`config.mk`:
```
export PLATFORM = sky130hd
export DESIGN_NAME = seg_scan_ctrl
export DESIGN_NICKNAME = d
export VERILOG_FILES = /design/src/rtl/seg_scan_ctrl.sv
export SDC_FILE = /design/constraint.sdc
export NUM_CORES = 1
export LEC_CHECK = 0
export ABC_CLOCK_PERIOD_IN_PS = 5800
export CAP_MARGIN = 25
export CELL_PAD_IN_SITES_DETAIL_PLACEMENT = 0
export CELL_PAD_IN_SITES_GLOBAL_PLACEMENT = 1
export CORE_MARGIN = 2
export CORE_UTILIZATION = 35
export CTS_CLUSTER_SIZE = 30
export DETAILED_ROUTE_END_ITERATION = 6
export PLACE_DENSITY = 0.64
export SLEW_MARGIN = 20
export SYNTH_ARGS = -nofsm -noshare
export SYNTH_HDL_FRONTEND = slang
export SYNTH_SLANG_ARGS = --single-unit
```
`constraint.sdc`:
```
create_clock -name clk -period 5.8 [get_ports clk]
set_input_delay 1.16 -clock clk [delete_from_list [all_inputs] [get_ports clk]]
set_output_delay 1.16 -clock clk [all_outputs]
set_load 0.1 [all_outputs]
```
`src/rtl/seg_scan_ctrl.sv`:
```
// ---------------------------------------------------------------------------
// seg_scan_ctrl : 4-digit common-anode 7-segment scan controller with
// double-buffered hex digits and blanking between slots.   Rev 1.0
// ---------------------------------------------------------------------------
`default_nettype none

module seg_scan_ctrl #(
   parameter int DIV       = 50000,
   parameter int BLANK_CYC = 500
) (
   input  logic       clk,
   input  logic       rst,
   input  logic       EN,
   input  logic       LOAD,
   input  logic [3:0] D0,
   input  logic [3:0] D1,
   input  logic [3:0] D2,
   input  logic [3:0] D3,
   input  logic [3:0] BLANK_DIG,
   output logic [6:0] SEG_A,
   output logic [6:0] SEG_B,
   output logic [6:0] SEG_C,
   output logic [6:0] SEG_D,
   output logic [1:0] S,
   output logic [3:0] AN,
   output logic       FRAME
);

   localparam int            CW         = $clog2(DIV);
   localparam logic [CW-1:0] LAST       = CW'(DIV - 1);
   localparam logic [CW-1:0] BLANK_LAST = CW'(BLANK_CYC - 1);

   typedef enum logic [1:0] {
      IDLE  = 2'd0,
      BLANK = 2'd1,
      DRIVE = 2'd2
   } state_t;

   state_t        state;
   logic [CW-1:0] cnt;
   logic [3:0]    din  [4];
   logic [3:0]    pend [4];
   logic [3:0]    act  [4];
   logic          wrap;
   logic          xfer;
   logic          direct;

   assign din[0] = D0;
   assign din[1] = D1;
   assign din[2] = D2;
   assign din[3] = D3;

   // Active digits only change at a frame boundary or when the scan starts.
   assign wrap   = EN && (state == DRIVE) && (cnt == LAST) && (S == 2'd3);
   assign xfer   = wrap || (EN && (state == IDLE));
   assign direct = LOAD && (xfer || (state == IDLE));

   function automatic logic [6:0] hex7(input logic [3:0] v);
      logic [6:0] p;
      case (v)
         4'h0: p = 7'b1000000;
         4'h1: p = 7'b1111001;
         4'h2: p = 7'b0100100;
         4'h3: p = 7'b0110000;
         4'h4: p = 7'b0011001;
         4'h5: p = 7'b0010010;
         4'h6: p = 7'b0000010;
         4'h7: p = 7'b1111000;
         4'h8: p = 7'b0000000;
         4'h9: p = 7'b0010000;
         4'hA: p = 7'b0001000;
         4'hB: p = 7'b0000011;
         4'hC: p = 7'b1000110;
         4'hD: p = 7'b0100001;
         4'hE: p = 7'b0000110;
         default: p = 7'b0001110;
      endcase
      return p;
   endfunction

   always_ff @(posedge clk) begin
      if (rst) begin
         state <= IDLE;
         cnt   <= '0;
         S     <= 2'd0;
         AN    <= 4'b1111;
         FRAME <= 1'b0;
      end else if (!EN) begin
         state <= IDLE;
         cnt   <= '0;
         S     <= 2'd0;
         AN    <= 4'b1111;
         FRAME <= 1'b0;
      end else begin
         case (state)
            IDLE: begin
               state <= BLANK;
               cnt   <= '0;
               S     <= 2'd0;
               AN    <= 4'b1111;
               FRAME <= 1'b0;
            end
            BLANK: begin
               FRAME <= 1'b0;
               cnt   <= cnt + 1'b1;
               if (cnt == BLANK_LAST) begin
                  state <= DRIVE;
                  AN    <= ~(4'b0001 << S);
               end else begin
                  AN    <= 4'b1111;
               end
            end
            DRIVE: begin
               if (cnt == LAST) begin
                  // Select advances only while the anodes are dark.
                  state <= BLANK;
                  cnt   <= '0;
                  S     <= S + 2'd1;
                  AN    <= 4'b1111;
                  FRAME <= (S == 2'd3);
               end else begin
                  cnt   <= cnt + 1'b1;
                  AN    <= ~(4'b0001 << S);
                  FRAME <= 1'b0;
               end
            end
            default: begin
               state <= IDLE;
               cnt   <= '0;
               S     <= 2'd0;
               AN    <= 4'b1111;
               FRAME <= 1'b0;
            end
         endcase
      end
   end

   always_ff @(posedge clk) begin
      if (rst) begin
         for (int i = 0; i < 4; i++) begin
            pend[i] <= 4'h0;
            act[i]  <= 4'h0;
         end
      end else begin
         for (int i = 0; i < 4; i++) begin
            if (LOAD)
               pend[i] <= din[i];
            if (direct)
               act[i] <= din[i];
            else if (xfer)
               act[i] <= pend[i];
         end
      end
   end

   always_ff @(posedge clk) begin
      if (rst) begin
         SEG_A <= 7'b1111111;
         SEG_B <= 7'b1111111;
         SEG_C <= 7'b1111111;
         SEG_D <= 7'b1111111;
      end else begin
         SEG_A <= BLANK_DIG[0] ? 7'b1111111 : hex7(act[0]);
         SEG_B <= BLANK_DIG[1] ? 7'b1111111 : hex7(act[1]);
         SEG_C <= BLANK_DIG[2] ? 7'b1111111 : hex7(act[2]);
         SEG_D <= BLANK_DIG[3] ? 7'b1111111 : hex7(act[3]);
      end
   end

endmodule

`default_nettype wire

```
==> After elaboration in Yosys (flattened, before gate mapping) <==
Memory sizes are Yosys's and may differ from the RTL's. A register that Yosys moved wholly into a read port is not among the register bits.
Cells that the tools add are included.
Widths: inputs -> output; s select.
{ "op_classes": {"add_sub_neg": 2, "eq_ne": 7, "n_shift": 1, "n_mux": 34, "bitwise_logic": 17, "n_reduce_logical": 16} }
{ "ops": {"columns": ["operator", "n"], "rows": [
  ["$mux 4", 14],
  ["$pmux 16 s2", 1],
  ["$add 16x1->16 const B", 1],
  ["$eq 16x16->1 const B", 1],
  ["$eq 16x9->1 const B", 1],
  ["$mux 16", 1],
  ["$mux 1", 12],
  ["$or 1x1->1", 12],
  ["$reduce_or 2->1", 5],
  ["$pmux 4 s2", 1],
  ["$mux 2", 3],
  ["$pmux 2 s3", 1],
  ["$logic_and 1x1->1", 5],
  ["$eq 2x2->1 const B", 2],
  ["$not 1->1", 4],
  ["$not 4->4", 1],
  ["$pmux 2 s2", 1],
  ["$reduce_and 2->1", 2],
  ["$reduce_or 4->1", 1],
  ["$shl 1x2->4 const A", 1],
  ["$add 2x1->2 const B", 1],
  ["$eq 2x1->1 const B", 1],
  ["$logic_not 2->1", 1],
  ["$logic_or 1x1->1", 2],
  ["other kinds (2)", 2]
]} }
{ "totals": {"reg_bits": 25, "mem_bits_rw": 32, "romBits": 448, "out_inout_bits": 35, "elab_cells": 88, "mem_count": 6} }
{ "memory_table": {"columns": ["name", "words", "width", "rd", "rd_clocked_by_memory_dff", "wr", "line", "rtl"], "rows": [
  ["(no name shown)", 16, 7, 1, 1, 0, "60", "case (v)"],
  ["(no name shown)", 16, 7, 1, 1, 0, "60", null],
  ["(no name shown)", 16, 7, 1, 1, 0, "60", null],
  ["(no name shown)", 16, 7, 1, 1, 0, "60", null],
  ["act", 4, 4, 4, 0, 4, "43", "logic [3:0] act [4];"],
  ["pend", 4, 4, 4, 0, 4, "42", "logic [3:0] pend [4];"]
]} }

==> Logic depth before layout (Yosys ltp) <==
Gate-level depths: netlist (run 1).
{ "depth": {"depth_word": 12, "mapped_depth": 7} }

==> Worst setup path after synthesis (run 1) <==
No wires, ideal clock.
{ "synth_timing": {"path_kind": "register to register", "from": "register S[1]", "to": "memory act[0][0], enable pin", "arrival_time_ns": 2.170, "required_ns": 5.417, "path_slack_ns": 3.247, "path_stages_with_launch": 4, "path_buffers": 0, "cell_sequence": "dfxtp_1 -> ha_1 -> a31oi_4 -> o21bai_1"} }
{ "synth_lines": {"columns": ["item", "line", "rtl"], "rows": [
  ["start: declaration", "24", "output logic [1:0] S,"],
  ["start signal: assignment", "118", "S <= S + 2'd1;"],
  ["end: declaration", "43", null]
]} }

==> Final worst setup path (run 1) <==
{ "layout_timing": {"from": "register S[0]", "to": "output S[0]"} }
No word-level cell between the ends.

==> reports/metrics.cfg, run 1 <==
[global_routing]
grt_usage_pct=14.5
antenna_found_initial=0
gr-usage-met3_pct=4.57
grt_pass1_vias=2921
busiest_layer=met2
use_met2_pct=23.1
overflow=0
met1_usage_pct=18.7
grt_max_degree=18
grt_pass1_wl_mm=14.6

[placed_design]
dp_cells=597
hpwl_mm=6.38
portBuffers=58
placed_cell_area_um2=4960
globalplace.congestion=0.817

[synthesis]
yosysTopAreaCell=dfxtp_1
syn-num-nets=457
synth.top_cell.area_share_pct=25.1
ys_ff_latch=85
ys_types=49
synthTopCellsByArea=dfxtp_1 25%, edfxtp_1 23%, ha_1 9.8%
synthCells=400
ys_warn_count=0
syn_avg_cell_area_um2=10.6
async_reset_ff_share_pct=0
synth-edff-count=32
syn_area_um2=4230
ys_seq_area_share_pct=47.8
synth_flop_cell=dfxtp_1

[die]
coreArea_um2=11900
num_rows=40
die-area_um2=13000
die_h_um=114
dieWidth_um=114
ios=59
start_util_pct=35.5

[setup_path]
crit_slowest_cell=clkdlybuf4s50_1
crit_required_ns=4.64
path_max_fanout=5
path_class=reg -> out
worst_setup_path_end_kind=output port
path_cells=clkdlybuf4s50_1
cpPeakStageDelay_ns=1.17
worstPathArrival_ns=1.92
r2r-start=cnt[0]
startpoint_type=flop
path_buf_inv=1
path_delay_family=buffers and inverters
critical_path.startpoint=S[0]

[sta]
finalCriticalPeriod_ns=3.08
worst_pin_slew_ns=0.973
finalSetupViolations=0
rsz0062_at_grt=no
timing.setup.tns_ns=0
skew_ns=0.00927
maxSlewViolCount=0
final_hold_viol_count=0
maxSlewHeadroom_pct=34.9
clock.fmax_mhz=324
finalCritPeriodShare_pct=53.1

[clock_network]
cts_resized=0
holdBufCountCts=0
cts_tree=yes
clockBufferDepth=2
clkSinkCount=85
clockRootBuffer=clkbuf_16
postCtsSetupBuffers=0
numCtsBuffers=9
clk_pin_slew_worst_paths_ns=0.06
clk_latency_ns=0.34
h-tree-depth=3

[layout]
multi_input_area_um2=2060
finalNonFillerCells=613
final_nets=518
insertedDiodeCount=0
area_growth_pct=25.6
seq_area_um2=2020
fillers=1157
post-route-cell-area_um2=5310
drive_gt1_share_pct=7.30

[pwr]
seqPwrFrac_pct=41.4
vdd_ir_drop_max_uv=265
internal_power_mw=1.20
sw_frac_of_total_pct=28.1
combPwrFrac_pct=18.0
p_leak_nw=1.91
p_clk_share_pct=40.6
power_switching_mw=0.470
p_per_area_nw_per_um2=315

[route]
wl_per_cell_um=14.4
via_per_inst=4.95
vias=3032
drc=0
drt_iter0_drc=111
ant_nets=0
wl_mm=8.82
firstDrtPassIters=4

[min_path]
min_from=cnt[0]
hp-class=reg -> reg

[flow_run]
cap_violations=0

[run_status]
status=finished clean

==> worst reg2reg max path: stages (launching register included) <==
cell	delay (ns)
dfxtp_1	0.39
ha_1	0.24
nand3_2	0.27
nor4_4	0.54
a31oi_4	0.27
o21bai_1	0.49
buf_4	0.26
==> cells in the final DEF, fill, tap and decap left out, types with 8 or more instances in the layout <==
cell type / instances
or3_1: 8
o211ai_1: 14
clkdlybuf4s50_1: 58
clkbuf_16: 10
nand2_1: 21
o21ai_0: 19
nand2b_1: 8
and2_1: 17
dfxtp_1: 53
nor2_1: 43
inv_1: 24
a21oi_1: 12
ha_1: 33
xnor2_1: 9
nand3_1: 10
a22oi_1: 12
edfxtp_1: 32
o311ai_0: 10
==> kinds of logic after synthesis <==
| group | synth area share [%] |
|---|---|
| and+or+nand+nor | 17.2 |
| AOI/OAI and AO/OA | 16.0 |
| DFF | 47.8 |
| buffers and inverters | 3.49 |
| adders and majority gates | 9.77 |
| xor gates and xnor gates | 2.49 |
| muxes | 3.26 |
==> cell type report <==
type / count / area share (%)
timing repair buffer: 61 / 11.4
multi-input combinational: 280 / 38.7
sequential: 85 / 38.1
inverter: 24 / 1.70
clock buffer: 12 / 4.86
clock inverter: 4 / 1.79
tap: 147 / 3.46
==> per-layer routing <==
layer / vias up / share of wire, %
met1: 1410 / 46
met2: 56 / 48
li1: 1562 / -
met3: 4 / 5.4
met5: - / 0
met4: 0 / 0.67
==> synthesized netlist by cell type, types with 2 or more instances <==
cell,count
nor2_1,43
nand4_1,5
xor2_1,3
dfxtp_1,53
ha_1,33
clkbuf_1,6
a21boi_0,7
edfxtp_1,32
a22oi_1,12
and2_1,17
nor4_4,2
a21bo_2,4
or3_1,8
mux2i_1,7
nor2b_1,7
o21ai_0,19
nand2_1,21
mux4_2,3
o211ai_1,14
inv_1,24
o311ai_0,10
nand2b_1,8
xnor2_1,9
buf_6,2
a21o_1,3
a21oi_1,12
nor4_1,3
nand3_1,10
o21bai_1,2
buf_1,2
==> final timing paths <==
check	end	slack (ns)	cells after the start
max reg2reg	act[1][2]	3.04	6
min	cnt[0]	0.48	1
max	S[0]	2.72	1
min reg2reg	cnt[0]	0.48	1
==> flip-flops by register name (all words and copies together), names as in the netlist <==
signal / count
state: 2
AN: 4
SEG_A: 7
FRAME: 1
SEG_B: 7
SEG_C: 7
cnt: 16
pend: 16
SEG_D: 7
S: 2
act: 16
==> power by group through the flow <==
stage	clock, mW	sequential (mW)	combinational, mW
floorplan	0	0.819	0.104
CTS	0.697	0.693	0.303
global placement	0	0.705	0.300
detailed placement	0	0.706	0.302
finish	0.679	0.692	0.301
global route	0.717	0.698	0.322
==> through the flow <==
step                util [%]  power, mW  worst slack, ns  hold WS, ns
CTS                     44.6       1.69             2.71        0.481
finish                  44.6       1.67             2.72        0.475
global placement        41.5       1.01             2.33        0.455
floorplan                  -      0.923             3.25        0.438
global route            44.6       1.74             2.66        0.531
detailed placement      41.6       1.01             2.54        0.465
No activity file was read; power rests on OpenSTA's default activity.
==> inputs of run 2 (changes only) <==
--- a/config.mk
+++ b/config.mk
@@ -5,7 +5,7 @@
 export SDC_FILE = /design/constraint.sdc
 export NUM_CORES = 1
 export LEC_CHECK = 0
-export ABC_CLOCK_PERIOD_IN_PS = 5800
+export ABC_CLOCK_PERIOD_IN_PS = 2700
 export CAP_MARGIN = 25
 export CELL_PAD_IN_SITES_DETAIL_PLACEMENT = 0
 export CELL_PAD_IN_SITES_GLOBAL_PLACEMENT = 1
@@ -13,7 +13,7 @@
 export CORE_UTILIZATION = 35
 export CTS_CLUSTER_SIZE = 30
 export DETAILED_ROUTE_END_ITERATION = 6
-export PLACE_DENSITY = 0.64
+export PLACE_DENSITY = 0.67
 export SLEW_MARGIN = 20
 export SYNTH_ARGS = -nofsm -noshare
 export SYNTH_HDL_FRONTEND = slang
==> constraint.sdc (replaced) <==
create_clock -name clk -period 2.7 [get_ports clk]
set_input_delay 0.54 -clock clk [delete_from_list [all_inputs] [get_ports clk]]
set_output_delay 0.54 -clock clk [all_outputs]
set_load 0.1 [all_outputs]
==> run 2 against run 1 <==
Sequential share of layout area rose by 0.78 points. Via count rose by 2.4%. Global-route usage is 0.18 points lower. Highest routed layer unchanged. Hold slack worse by 0.0018 ns. Largest power group unchanged. Critical path type is now reg -> reg. Final cell count grew 0.33%. Combinational power grew 110%. Critical path depth rose by 3. Power up 110%. Largest cell class unchanged.
==> reports/metrics.cfg, run 2 (same netlist as run 1, synthesis figures left out) <==
[run_status]
status=finished clean

[sta]
rsz0062_at_grt=no
clock.fmax_mhz=417
timing.setup.tns_ns=0
maxSlewHeadroom_pct=52.8
finalCritPeriodShare_pct=88.7
final_hold_viol_count=0
worst_pin_slew_ns=0.707
maxSlewViolCount=0
skew_ns=0.00598
finalSetupViolations=0
finalCriticalPeriod_ns=2.40

[global_routing]
overflow=0
grt_max_degree=17
grt_pass1_wl_mm=14.5
grt_usage_pct=14.3
grt_pass1_vias=2929
antenna_found_initial=0

[route]
drc=0
wl_per_cell_um=14.2
wl_mm=8.73
vias=3106
via_per_inst=5.05
ant_nets=0
drt_iter0_drc=124
firstDrtPassIters=4

[layout]
area_growth_pct=23.1
drive_gt1_share_pct=15.6
layout_common_cells=53 x dfxtp_1, 42 x nor2_1, 40 x buf_4
reg.largest.list=act x16, cnt x16, pend x16
final_common_cell=dfxtp_1
post-route-cell-area_um2=5200
final_nets=520
insertedDiodeCount=0

[min_path]
hp-class=reg -> reg
min_from=cnt[0]
holdPathStages=1
min_to=cnt[0]

[pwr]
sw_frac_of_total_pct=29.6
internal_power_mw=2.42
seqPwrFrac_pct=43.3
p_leak_nw=1.90
power_switching_mw=1.02
p_per_area_nw_per_um2=661
vdd_ir_drop_max_uv=568
total_power_mw=3.44
combPwrFrac_pct=18.4
p_clk_share_pct=38.3

[setup_path]
path_cells=or4_4 > nor4_4 > a31oi_4 > o21bai_1
r2r_setup_slack_ns=0.30
reg2regPathDepth=4
r2r_end=act[3][1]
r2r-start=cnt[10]
startpoint_type=flop
worst_setup_path_end_kind=flop
cpPeakStageDelay_ns=0.62
path_delay_family=simple AND/OR/NAND/NOR gates
worstPathArrival_ns=2.40
path_class=reg -> reg
path_buf_inv=0
crit_required_ns=2.71
crit_slowest_cell=or4_4
path_max_fanout=14

[clock_network]
clockBufferDepth=2
clockRootBuffer=clkbuf_16
clkSinkCount=85
cts_resized=0
numCtsBuffers=9
cts_tree=yes
postCtsSetupBuffers=0
clk_pin_slew_worst_paths_ns=0.06
clk_latency_ns=0.34
h-tree-depth=3
holdBufCountCts=0

[die]
coreArea_um2=11900
start_util_pct=35.5
dieWidth_um=114
die_h_um=114
die-area_um2=13000
ios=59
num_rows=40

[placed_design]
portBuffers=58
globalplace.congestion=0.743
placed_cell_area_um2=4880
hpwl_mm=6.22

[flow_run]
cap_violations=0

## run 2: cell count changes in the layout (fill, tap and decap cells not counted), sizes merged
cell | previous run | this run
buf | 3 | 40
clkdlybuf4s50 | 58 | 23
clkinvlp | 0 | 3
clkbuf | 12 | 10
bufinv | 3 | 2
## run 2: power groups by stage
stage | registers, mW | logic [mW] | clock network [mW]
2_1_floorplan | 1.76 | 0.224 | 0
3_3_place_gp | 1.52 | 0.635 | 0
3_5_place_dp | 1.52 | 0.634 | 0
4_1_cts | 1.49 | 0.636 | 1.36
5_1_grt | 1.50 | 0.681 | 1.41
6_report | 1.49 | 0.633 | 1.32
## run 2: metrics by stage
| stage | hold slack (ns) | cells | setup slack [ns] | util (%) |
|---|---|---|---|---|
| floorplan | 0.438 | 400 | 0.147 | - |
| global placement | 0.458 | 599 | 0.192 | 41.0 |
| detailed placement | 0.462 | 599 | 0.120 | 41.0 |
| CTS | 0.476 | 615 | 0.287 | 43.7 |
| global route | 0.531 | 615 | 0.155 | 43.7 |
| finish | 0.473 | 615 | 0.304 | 43.7 |
## run 2: how the worst max path moves through the flow
stage                  from         to  slack [ns]  depth (start not counted)
floorplan              S[1]  act[0][0]        0.15                          3
global placement         EN  act[3][2]        0.19                          5
detailed placement       EN  act[2][0]        0.12                          5
CTS                 cnt[10]  act[3][1]        0.29                          4
global route         cnt[4]  act[3][1]        0.15                          4
finish              cnt[10]  act[3][1]        0.30                          4
## run 2: area by class of cell
type                    instances  area, um2
fillers                      1152       6710
clock buffers                  10        229
multi-input cells             280       2060
repair buffers                 63        531
well taps                     147        184
flip-flops and latches         85       2020
inverters                      24       90.1
clock inverters                 6       87.6
## run 2: routing by layer
metal,vias to the layer above,global-route usage [%],wire length (um)
met2,86,22.4,3950
li1,1567,-,-
met1,1443,18.5,4090
met4,0,5.04,151
met5,-,0,0
met3,10,4.94,542
## run 2: worst reg2reg max path, cell delays in order (launching register included)
cell,delay (ns)
dfxtp_1,0.35
or4_4,0.62
nor4_4,0.43
a31oi_4,0.26
o21bai_1,0.41
==> inputs of run 3 (changes only) <==
--- a/config.mk
+++ b/config.mk
@@ -9,7 +9,6 @@
 export CAP_MARGIN = 25
 export CELL_PAD_IN_SITES_DETAIL_PLACEMENT = 0
 export CELL_PAD_IN_SITES_GLOBAL_PLACEMENT = 1
-export CORE_MARGIN = 2
 export CORE_UTILIZATION = 35
 export CTS_CLUSTER_SIZE = 30
 export DETAILED_ROUTE_END_ITERATION = 6
==> run 3 against run 2 <==
Highest routed layer unchanged. Clock power down 5%. Largest power group unchanged. The flow now finishes with violations (design-rule violations). Count of clock-buffer cells in the layout down 1. Fmax shrank 0.56%. Combinational power is 0.8% higher. Critical path type unchanged. Critical endpoint unchanged.
==> reports/metrics.cfg, run 3 (same netlist as run 1, synthesis figures left out) <==
[global_routing]
grt_usage_pct=14.9
overflow=0
grt_pass1_wl_mm=14.6
antenna_found_initial=0
grt_pass1_vias=2962
grt_max_degree=17

[sta]
finalCritPeriodShare_pct=89.2
worst_pin_slew_ns=0.595
skew_ns=0.00539
finalCriticalPeriod_ns=2.41
rsz0062_at_grt=no
clock.fmax_mhz=415
timing.setup.tns_ns=0
final_hold_viol_count=0
maxSlewHeadroom_pct=59.8
maxSlewViolCount=0
finalSetupViolations=0

[layout]
reg.largest.list=act x16, cnt x16, pend x16
area_growth_pct=23.1
fin_util_pct=44.8
final_common_cell=dfxtp_1
insertedDiodeCount=0
finalNonFillerCells=613
fillers=1086
final_nets=522
drive_gt1_share_pct=16.0
layout_common_cells=53 x dfxtp_1, 43 x nor2_1, 42 x buf_4

[clock_network]
cts_tree=yes
postCtsSetupBuffers=0
holdBufCountCts=0
numCtsBuffers=9
clockRootBuffer=clkbuf_16
clkSinkCount=85
clockBufferDepth=2
cts_resized=0
h-tree-depth=3
clk_latency_ns=0.33
clk_pin_slew_worst_paths_ns=0.06

[setup_path]
r2r_setup_slack_ns=0.29
crit_required_ns=2.69
r2r-start=cnt[4]
reg2regPathDepth=4
path_max_fanout=14
worst_setup_path_end_kind=flop
r2r_end=act[3][1]
path_class=reg -> reg
startpoint_type=flop
worstPathArrival_ns=2.40

[die]
die_h_um=112
ios=59
dieWidth_um=112
num_rows=39
start_util_pct=36.4
coreArea_um2=11600
die-area_um2=12500

[placed_design]
globalplace.congestion=0.826
dp_cells=597
hpwl_mm=6.41
portBuffers=58

[route]
vias=3070
ant_nets=0
via_per_inst=5.01
wl_per_cell_um=14.5
wl_mm=8.89
firstDrtPassIters=6
drt_iter0_drc=151
drc=6

[pwr]
vdd_ir_drop_max_uv=312
p_per_area_nw_per_um2=652
p_leak_nw=1.91

[min_path]
holdPathStages=1
hp-class=reg -> reg
min_from=cnt[0]
min_to=cnt[0]

[run_status]
violations=design-rule violations
status=finished with violations

[flow_run]
cap_violations=0

## run 3: cell types whose count changed in the layout (fill, tap and decap cells not counted)
cell / change
buf_4: +2
bufinv_16: -1
clkbuf_1: -1
clkinv_2: -1
clkinv_4: +3
clkinvlp_4: -3
inv_6: +3
nor2_1: +1
nor2_2: -1
## run 3: cell type report
cell class	count	area (um2)	share of cell area, %
Sequential cell	85	2020	38.9
Clock inverter	7	82.6	1.59
Tap cell	143	179	3.44
Timing Repair Buffer	65	546	10.5
Inverter	24	90.1	1.73
Clock buffer	9	225	4.33
Multi-Input combinational cell	280	2060	39.5
## run 3: worst max-delay path, stage by stage (launching register included)
cell	delay (ns)
dfxtp_1	0.36
or4b_1	0.66
nor4_4	0.35
a31oi_4	0.26
o21bai_1	0.44
## run 3: worst max-delay path by stage
stage                     cells after the start     from         to
after floorplan                               3     S[1]  act[0][0]
after global placement                        5      rst  act[2][1]
after detailed placement                      4  cnt[10]  act[3][2]
after CTS                                     4  cnt[10]  act[3][1]
after global routing                          4   cnt[4]  act[3][0]
final                                         4   cnt[4]  act[3][1]
## run 3: power by group
group          switching [mW]  leakage [nW]  internal [mW]
Clock                   0.530         0.151          0.731
Combinational           0.447         0.978          0.191
Sequential             0.0681         0.785           1.42
## run 3: per-stage QoR
step | setup WS, ns | power [mW] | cell area [um2] | hold WS, ns
after detailed placement | 0.279 | 2.16 | 4890 | 0.468
after global routing | 0.0892 | 3.54 | 5200 | 0.554
after global placement | 0.237 | 2.15 | 4890 | 0.451
final | 0.291 | 3.39 | 5200 | 0.476
after CTS | 0.261 | 3.44 | 5200 | 0.483
after floorplan | 0.147 | 1.98 | 4230 | 0.438
## run 3: routing by layer
| layer | part of all wire, % | global-route usage, % | vias up |
|---|---|---|---|
| li1 | - | - | 1563 |
| met1 | 48 | 19.1 | 1430 |
| met2 | 46 | 24.1 | 67 |
| met3 | 4.5 | 3.97 | 10 |
| met4 | 1.5 | 5.68 | 0 |
| met5 | 0 | 0 | - |
